==> config.mk <==
export PLATFORM = sky130hd
export DESIGN_NAME = cu_multicycle_fsm
export DESIGN_NICKNAME = d
export VERILOG_FILES = /design/src/rtl/cu_pkg.sv /design/src/rtl/cu_wait_timer.sv /design/src/rtl/cu_multicycle_fsm.sv
export SDC_FILE = /design/constraint.sdc
export NUM_CORES = 1
export LEC_CHECK = 0
export ABC_AREA = 1
export BUFFER_PORTS_ARGS = -buffer_cell sky130_fd_sc_hd__buf_4
export CORE_AREA = 2 2 46 48
export DETAILED_ROUTE_END_ITERATION = 8
export DIE_AREA = 0 0 48 50
export PLACE_DENSITY = 0.79
export SLEW_MARGIN = 15
export SYNTH_ARGS = -nofsm -noshare
export SYNTH_HDL_FRONTEND = slang
export SYNTH_HIERARCHICAL = 1
export SYNTH_SLANG_ARGS = --single-unit
==> constraint.sdc <==
create_clock -name clk -period 3.5 [get_ports clk]
set_input_delay 0.175 -clock clk [delete_from_list [all_inputs] [get_ports clk]]
set_output_delay 0.175 -clock clk [all_outputs]
set_load 0.03 [all_outputs]
==> src/rtl/cu_pkg.sv <==
// Shared definitions for the multicycle control unit: state encoding, datapath mux selects, opcodes.
// Pure types and constants; no timing and no flow control of its own.
package cu_pkg;

   typedef enum logic [3:0] {
      S_FETCH    = 4'd0,
      S_DECODE   = 4'd1,
      S_MEMADR   = 4'd2,
      S_MEMREAD  = 4'd3,
      S_MEMWB    = 4'd4,
      S_MEMWRITE = 4'd5,
      S_EXECUTER = 4'd6,
      S_EXECUTEI = 4'd7,
      S_ALUWB    = 4'd8,
      S_BRANCH   = 4'd9
   } state_t;

   // ALUSrcB selects
   localparam logic [1:0] SRCB_REG  = 2'b00;
   localparam logic [1:0] SRCB_IMM  = 2'b01;
   localparam logic [1:0] SRCB_FOUR = 2'b10;

   // ResultSrc selects
   localparam logic [1:0] RES_ALUOUT = 2'b00;
   localparam logic [1:0] RES_DATA   = 2'b01;
   localparam logic [1:0] RES_ALU    = 2'b10;

   // Instruction classes carried in Op
   localparam logic [1:0] OP_DP     = 2'b00;
   localparam logic [1:0] OP_MEM    = 2'b01;
   localparam logic [1:0] OP_BRANCH = 2'b10;
   localparam logic [1:0] OP_BAD    = 2'b11;

   typedef struct packed {
      logic       pc_write;
      logic       ir_write;
      logic       mem_w;
      logic       reg_w;
      logic       branch;
      logic       adr_src;
      logic       alu_src_a;
      logic       alu_op;
      logic [1:0] result_src;
      logic [1:0] alu_src_b;
   } ctrl_t;

   // States that issue a memory access and may stall on mem_ready
   function automatic logic is_wait_state(input state_t s);
      return (s == S_FETCH) || (s == S_MEMREAD) || (s == S_MEMWRITE);
   endfunction

endpackage

==> src/rtl/cu_wait_timer.sv <==
// Per-access wait counter (8-bit, saturating) with timeout compare; timeout is combinational off the count.
// No backpressure: the counter clears whenever the FSM is not holding in a memory state.
module cu_wait_timer #(
   parameter int TIMEOUT = 15
) (
   input  logic clk,
   input  logic rst,
   input  logic hold,
   input  logic mem_ready,
   output logic timeout
);

   logic [7:0] count;

   // Clearing on every non-hold cycle gives a zero count on entry to any memory state.
   always_ff @(posedge clk) begin
      if (rst || !hold) begin
         count <= 8'd0;
      end else if (!mem_ready && (count != 8'hFF)) begin
         count <= count + 8'd1;
      end
   end

   assign timeout = (TIMEOUT != 0) && !mem_ready && (count == 8'(TIMEOUT));

endmodule

==> src/rtl/cu_multicycle_fsm.sv <==
// Multicycle CPU control unit: Moore FSM; branch 3, data-processing 4, store 4, load 5 cycles without waits.
// Memory states stall on mem_ready when MEM_HANDSHAKE=1 and abandon the access after MEM_TIMEOUT wait cycles.
module cu_multicycle_fsm
   import cu_pkg::*;
#(
   parameter int MEM_HANDSHAKE = 1,
   parameter int MEM_TIMEOUT   = 15
) (
   input  logic       clk,
   input  logic       rst,
   input  logic [1:0] Op,
   input  logic [5:0] Funct,
   input  logic       mem_ready,
   output logic       PCWrite,
   output logic       IRWrite,
   output logic       MemW,
   output logic       RegW,
   output logic       Branch,
   output logic       AdrSrc,
   output logic       ALUSrcA,
   output logic       ALUOp,
   output logic [1:0] ResultSrc,
   output logic [1:0] ALUSrcB,
   output logic       illegal_op,
   output logic       mem_err,
   output logic [3:0] state_o
);

   state_t state;
   state_t state_nxt;
   logic   ill_nxt;
   logic   err_nxt;
   logic   done;
   logic   timeout;
   logic   hold;
   ctrl_t  ctrl;
   logic   unused_funct;

   assign unused_funct = ^Funct[4:1];

   assign done = (MEM_HANDSHAKE == 0) || mem_ready;
   assign hold = is_wait_state(state) && !done && !timeout;

   // Without a handshake an access can never stall, so the timeout is disabled outright.
   cu_wait_timer #(
      .TIMEOUT((MEM_HANDSHAKE != 0) ? MEM_TIMEOUT : 0)
   ) u_timer (
      .clk       (clk),
      .rst       (rst),
      .hold      (hold),
      .mem_ready (mem_ready),
      .timeout   (timeout)
   );

   always_ff @(posedge clk) begin
      if (rst) begin
         state      <= S_FETCH;
         illegal_op <= 1'b0;
         mem_err    <= 1'b0;
      end else begin
         state      <= state_nxt;
         illegal_op <= ill_nxt;
         mem_err    <= err_nxt;
      end
   end

   always_comb begin
      state_nxt = S_FETCH;
      ill_nxt   = 1'b0;
      err_nxt   = 1'b0;
      case (state)
         S_FETCH: begin
            if (done) begin
               state_nxt = S_DECODE;
            end else if (timeout) begin
               err_nxt = 1'b1;
            end
         end
         S_DECODE: begin
            case (Op)
               OP_DP:     state_nxt = Funct[5] ? S_EXECUTEI : S_EXECUTER;
               OP_MEM:    state_nxt = S_MEMADR;
               OP_BRANCH: state_nxt = S_BRANCH;
               OP_BAD:    ill_nxt   = 1'b1;
            endcase
         end
         S_MEMADR:   state_nxt = Funct[0] ? S_MEMREAD : S_MEMWRITE;
         // Completion is tested before timeout so a late mem_ready still wins.
         S_MEMREAD: begin
            if (done) begin
               state_nxt = S_MEMWB;
            end else if (timeout) begin
               err_nxt = 1'b1;
            end else begin
               state_nxt = S_MEMREAD;
            end
         end
         S_MEMWRITE: begin
            if (!done && timeout) begin
               err_nxt = 1'b1;
            end else if (!done) begin
               state_nxt = S_MEMWRITE;
            end
         end
         S_EXECUTER: state_nxt = S_ALUWB;
         S_EXECUTEI: state_nxt = S_ALUWB;
         default:    state_nxt = S_FETCH;
      endcase
   end

   always_comb begin
      ctrl = '0;
      if (rst) begin
         ctrl.alu_src_a  = 1'b1;
         ctrl.alu_src_b  = SRCB_FOUR;
         ctrl.result_src = RES_ALU;
      end else begin
         case (state)
            S_FETCH: begin
               ctrl.ir_write   = done;
               ctrl.pc_write   = done;
               ctrl.alu_src_a  = 1'b1;
               ctrl.alu_src_b  = SRCB_FOUR;
               ctrl.result_src = RES_ALU;
            end
            S_DECODE: begin
               ctrl.alu_src_a  = 1'b1;
               ctrl.alu_src_b  = SRCB_FOUR;
               ctrl.result_src = RES_ALU;
            end
            S_MEMADR: begin
               ctrl.alu_src_b = SRCB_IMM;
            end
            S_MEMREAD: begin
               ctrl.adr_src = 1'b1;
            end
            S_MEMWB: begin
               ctrl.result_src = RES_DATA;
               ctrl.reg_w      = 1'b1;
            end
            S_MEMWRITE: begin
               ctrl.adr_src = 1'b1;
               ctrl.mem_w   = 1'b1;
            end
            S_EXECUTER: begin
               ctrl.alu_src_b = SRCB_REG;
               ctrl.alu_op    = 1'b1;
            end
            S_EXECUTEI: begin
               ctrl.alu_src_b = SRCB_IMM;
               ctrl.alu_op    = 1'b1;
            end
            S_ALUWB: begin
               ctrl.result_src = RES_ALUOUT;
               ctrl.reg_w      = 1'b1;
            end
            S_BRANCH: begin
               ctrl.alu_src_b  = SRCB_IMM;
               ctrl.result_src = RES_ALU;
               ctrl.branch     = 1'b1;
            end
            default: ctrl = '0;
         endcase
      end
   end

   assign PCWrite   = ctrl.pc_write;
   assign IRWrite   = ctrl.ir_write;
   assign MemW      = ctrl.mem_w;
   assign RegW      = ctrl.reg_w;
   assign Branch    = ctrl.branch;
   assign AdrSrc    = ctrl.adr_src;
   assign ALUSrcA   = ctrl.alu_src_a;
   assign ALUOp     = ctrl.alu_op;
   assign ResultSrc = ctrl.result_src;
   assign ALUSrcB   = ctrl.alu_src_b;
   assign state_o   = state;

endmodule

Word level (Yosys, flattened, before mapping)
Cells that the tools add are included.
- reductions and logical operators: 21
- bitwise gates (word level): 1
- muxes and demuxes: 27
- eq/ne operators: 14
- add/subtract/negate cells: 1
- operators with widths (cell ; count):
    4-bit one-hot mux with 6 select lines ; 1
    4-bit by 3-bit == test with 1-bit output (second input constant) ; 4
    1-bit 2-to-1 mux ; 14
    3-bit 2-to-1 mux ; 4
    4-bit one-hot mux with 3 select lines ; 1
    2-bit OR reduction ; 6
    8-bit by 1-bit adder with 8-bit output (second input constant) ; 1
    4-bit by 2-bit == test with 1-bit output (second input constant) ; 2
    4-bit == test (second input constant) ; 2
    8-bit by 4-bit == test with 1-bit output (second input constant) ; 1
    8-bit != test (second input constant) ; 1
    2-bit one-hot mux with 2 select lines ; 2
    6-bit 2-to-1 mux ; 1
    3-bit OR reduction ; 2
    1-bit logical AND ; 5
    2-bit == test (second input constant) ; 2
    4-bit by 1-bit == test with 1-bit output (second input constant) ; 1
    4-bit logical NOT ; 1
    2-bit 2-to-1 mux ; 2
    4-bit 2-to-1 mux ; 1
    1-bit logical NOT ; 3
    1-bit logical OR ; 3
    2-bit by 1-bit == test with 1-bit output (second input constant) ; 1
    2-bit logical NOT ; 1
    2 further kinds ; 2
- input port bits: 11
- output and inout bits: 18
- logic and storage cells: 68
- register bits after elaboration: 14

Longest topological paths before layout
- word-level depth: 7
- mapped depth: 10
- mapped depth without buffers: 10

Modules after synthesis
Netlist, hierarchy kept.
- modules (own cells, without submodules) (module ; area each (um2) ; seq. area each (um2) ; cells each ; times used):
    cu_wait_timer ; 500.5 ; 160.2 ; 78 ; 1
    cu_multicycle_fsm ; 466.7 ; 120.1 ; 81 ; 1

Worst setup path after synthesis
No wires, ideal clock.
- path type: register to output
- start: register state[2] (netlist: state_o[2])
- end: output ALUSrcB[1]
- path buffers: 1
- stages on the path, launching flop included: 5
- required time: 3325 ps
- setup slack: 1646 ps
- arrival: 1679 ps
- cell sequence: dfxtp_1 > inv_2 > nand2_2 > o21ai_0 > buf_4
- longest elaborated chain between the ends: 4
- elaborated cells between the ends (all ways): 9
- those cells by class: eq/ne (4); mux (2); reduce/logical (3)
- ends and longest elaborated chain (item ; RTL line ; source):
    start, declared ; cu_multicycle_fsm.sv:29 ; state_t state;
    start signal, assigned ; cu_multicycle_fsm.sv:61 ; state <= state_nxt;
    4-bit by 3-bit == test with 1-bit output (tied with other cells) ; cu_multicycle_fsm.sv:118 ; case (state)
    3-bit OR reduction (no source line) / 2-bit OR reduction (equally long branches) ; n/a ;
    2-bit one-hot mux with 2 select lines (*) ; cu_multicycle_fsm.sv:118 ;
    4-bit 2-to-1 mux (*) ; cu_multicycle_fsm.sv:113 ; if (rst) begin
    end, declared ; cu_multicycle_fsm.sv:23 ; output logic [1:0] ALUSrcB,
Mark *: on every way between the ends. The rest lies on a longest branch, timed or not.

Final worst setup path
- start: register u_timer.count[0]
- end: register state[2] (netlist: state_o[2])
- longest elaborated chain between the ends: 5
- ends and longest elaborated chain (item ; RTL line ; source):
    start, declared ; cu_wait_timer.sv:13 ; logic [7:0] count;
    start signal, assigned ; cu_wait_timer.sv:20 ; count <= count + 8'd1;
    8-bit by 4-bit == test with 1-bit output ; cu_wait_timer.sv:24 ; assign timeout = (TIMEOUT != 0) && !mem_ready && (count == 8'(TIMEOUT));
    1-bit logical AND ; cu_wait_timer.sv:24 ;
    via timeout ; cu_multicycle_fsm.sv:34 ; logic timeout;
    1-bit logical AND ; cu_multicycle_fsm.sv:99 ; if (!done && timeout) begin
    3-bit 2-to-1 mux ; cu_multicycle_fsm.sv:99 ;
    4-bit one-hot mux with 6 select lines ; cu_multicycle_fsm.sv:71 ; case (state)
The timed path passes the listed nets, and every way through them passes these cells.
A chain may end at the register's enable or synchronous reset.

==> metrics.txt <==
Switching Share=33.6%; Yosys reg bits=14; Hold Crit Endpoint=mem_err; R2R depth=8; Mapped Cells=159; Psw=121 uW; Post-Syn Area=967 sq um; sequential share of power=47.4%; Worst EP required=3670 ps; Reg2Reg Setup Slack=1860 ps; status=finished clean; Residual DRC=0; Post-Route Utilization=61.4%; post-synth top area cell=dfxtp_1; sequential element share of the synthesized area=29.0%; DIE WIDTH=48 um; pins over their slew limit=0; area fraction of the dominant cell type after synthesis=29.0%; fill count=192; IO buf count=24; CTS tree=done; nets=195; post-route ant nets=0; TNS Setup=0 ps; via count=1031; # Post-CTS Setup Buffers=0; share of layout cells above drive strength 1=22.1%; minimum clock period=1640 ps; Setup CP Type=flop to flop; Area growth, synth to finish=20.7%; Pwr Density=308 nW/um^2; FFs w/ async S/R, synth=0%; hold buffer count at cts=0; Int Power=239 uW; WL final=2090 um; I/O pin count=29; core footprint=1900 sq um; All-Layer GR Usage=20.4%; measured slew at the worst slew-check pin=347 ps; final hold slack=124 ps; Clock Path Buffers=2; RD Place Congestion=0.893; Worst Hold Path Cells=2; Num CTS Buffers=3; Max Fclk=0.610 GHz; hold path startpoint=mem_ready; Clock Pin Slew Worst Setup and Hold Paths=80 ps; 1st-pass router iterations=4; vias in the first global route=918; clk sinks=14; Top FF cell, synth=dfxtp_1; DIE HEIGHT=50 um; die area=2400 sq um; Worst Skew=0.782 ps; syn_nets=171; Max IR drop VDD=190 uV; Worst Setup End Kind=flop; max_slew headroom=76.8%; final worst-path cycle share=46.9%; grt total ovfl=0; Lkg Pwr=0.572 nW; row cnt=16; cts repair resizes=0; largest net degree at the start of global routing=13; Register Area=280 sq um; number of enable flip-flop cells after synthesis=0; Avg Cell Area, Syn=6.08 sq um; cell area after layout=1170 sq um; global-route wire length before repair=3640 um; Design Power=360 uW; Hold WC Path Type=input port to flop; part of the power in combinational logic=28.3%; maxcap violations=0; critical-path maximum fanout=4; starting density of the core=50.9%; H-tree Lvls=1; footprint of the multi-input gates=553 sq um; yosys warns=6; Ant. Diodes=0; critical path arrival=1810 ps; worst skew pair latency=270 ps; dpl cell area=1140 sq um; Crit Reg-Reg Startpoint=u_timer/count[0]; Root Buffer=clkbuf_4; Reg2Reg Capture Point=state_o[2]; Fin. Hold Viols=0; RSZ-0062 raised after global routing=no; Final HPWL DP=1720 um; Setup-failing EPs final=0; top post-synthesis cells by area=dfxtp_1 29%, nand2_1 14%, nor2_1 12%, nand3_1 9.3%, inv_1 8.9%; initial antenna violation count=0; clock network power share=24.3%; Setup crit start kind=flop; Via density=4.96; drt initial violations=19; Distinct cells, synth=22; wire per inst=10.0 um
layout by cell type (no fill, tap or decap), types with 2 or more instances in the layout:
master / count
buf_4: 24
inv_1: 23
clkbuf_4: 3
a21oi_1: 8
dfxtp_1: 14
nand4_1: 4
nor3_1: 4
nor2_4: 2
nor2_2: 2
nand3_1: 18
nand2_2: 2
nor2_1: 32
nand2_1: 35
inv_2: 3
synthesized netlist by cell type, types with 2 or more instances:
| library cell | n |
|---|---|
| nand3_1 | 18 |
| dfxtp_1 | 14 |
| nand4_1 | 4 |
| buf_2 | 2 |
| nor3_1 | 4 |
| nor2_4 | 2 |
| a21oi_1 | 8 |
| nand2_1 | 35 |
| nor2_2 | 2 |
| inv_2 | 3 |
| nand2_2 | 2 |
| nor2_1 | 32 |
| inv_1 | 23 |
| buf_4 | 2 |
cell type report:
type	instances	share of cell area (%)
Clock buffer	3	1.93
Inverter	26	8.36
Multi-Input combinational cell	114	47.4
Sequential cell	14	24.0
Tap cell	27	2.89
Timing Repair Buffer	24	15.4
metrics by stage:
stage | worst slack [ps] | instances
detailed placement | 1870 | 205
floorplan | 1650 | 159
finish | 1860 | 208
CTS | 1860 | 208
global placement | 1890 | 205
global route | 1700 | 208
critical path, stage by stage (launching register included):
cell	delay, ps
dfxtp_1	380
ha_1	240
nand3_1	140
nor3_1	300
nor2_1	120
nand3_1	110
nand3_1	100
nor2_1	110
nor2_1	40
layer usage:
layer	routed length (um)	share of wire [%]	track usage [%]
met5	0	0	0
met4	34	1.6	7.21
met3	95	4.6	3.30
met2	1070	51	34.0
met1	884	42	25.2
flip-flops by register name, indices dropped and copies added, names as in the netlist:
name / flops
illegal_op: 1
u_timer/count: 8
mem_err: 1
state_o: 4
how the worst max path moves through the flow:
stage / start / endpoint / slack [ps] / cells after the start
2_1_floorplan: state_o[2] / ALUSrcB[1] / 1650 / 4
3_3_place_gp: u_timer/count[0] / state_o[2] / 1890 / 8
3_5_place_dp: u_timer/count[0] / state_o[0] / 1870 / 8
4_1_cts: u_timer/count[0] / state_o[0] / 1860 / 8
5_1_grt: u_timer/count[0] / state_o[0] / 1700 / 8
6_report: u_timer/count[0] / state_o[2] / 1860 / 8
power by group through the flow:
stage	registers, mW	logic [mW]	clock network (mW)
2_1_floorplan	0.179	0.0663	0
3_3_place_gp	0.174	0.0999	0
3_5_place_dp	0.174	0.102	0
4_1_cts	0.170	0.102	0.0911
5_1_grt	0.171	0.112	0.101
6_report	0.170	0.102	0.0875
kinds of logic (layout without fill, tap and decap cells):
logic type / Yosys count / in the layout / share of synthesized area, %
AO/OA/AOI/OAI: 10 / 10 / 5.43
AND/OR/NAND/NOR: 103 / 103 / 50.5
adder cells (fa/ha/maj): 1 / 1 / 1.29
buffers and inverters: 31 / 53 / 13.8
flip-flops: 14 / 14 / 29.0
No activity file was read; power rests on OpenSTA's default activity.
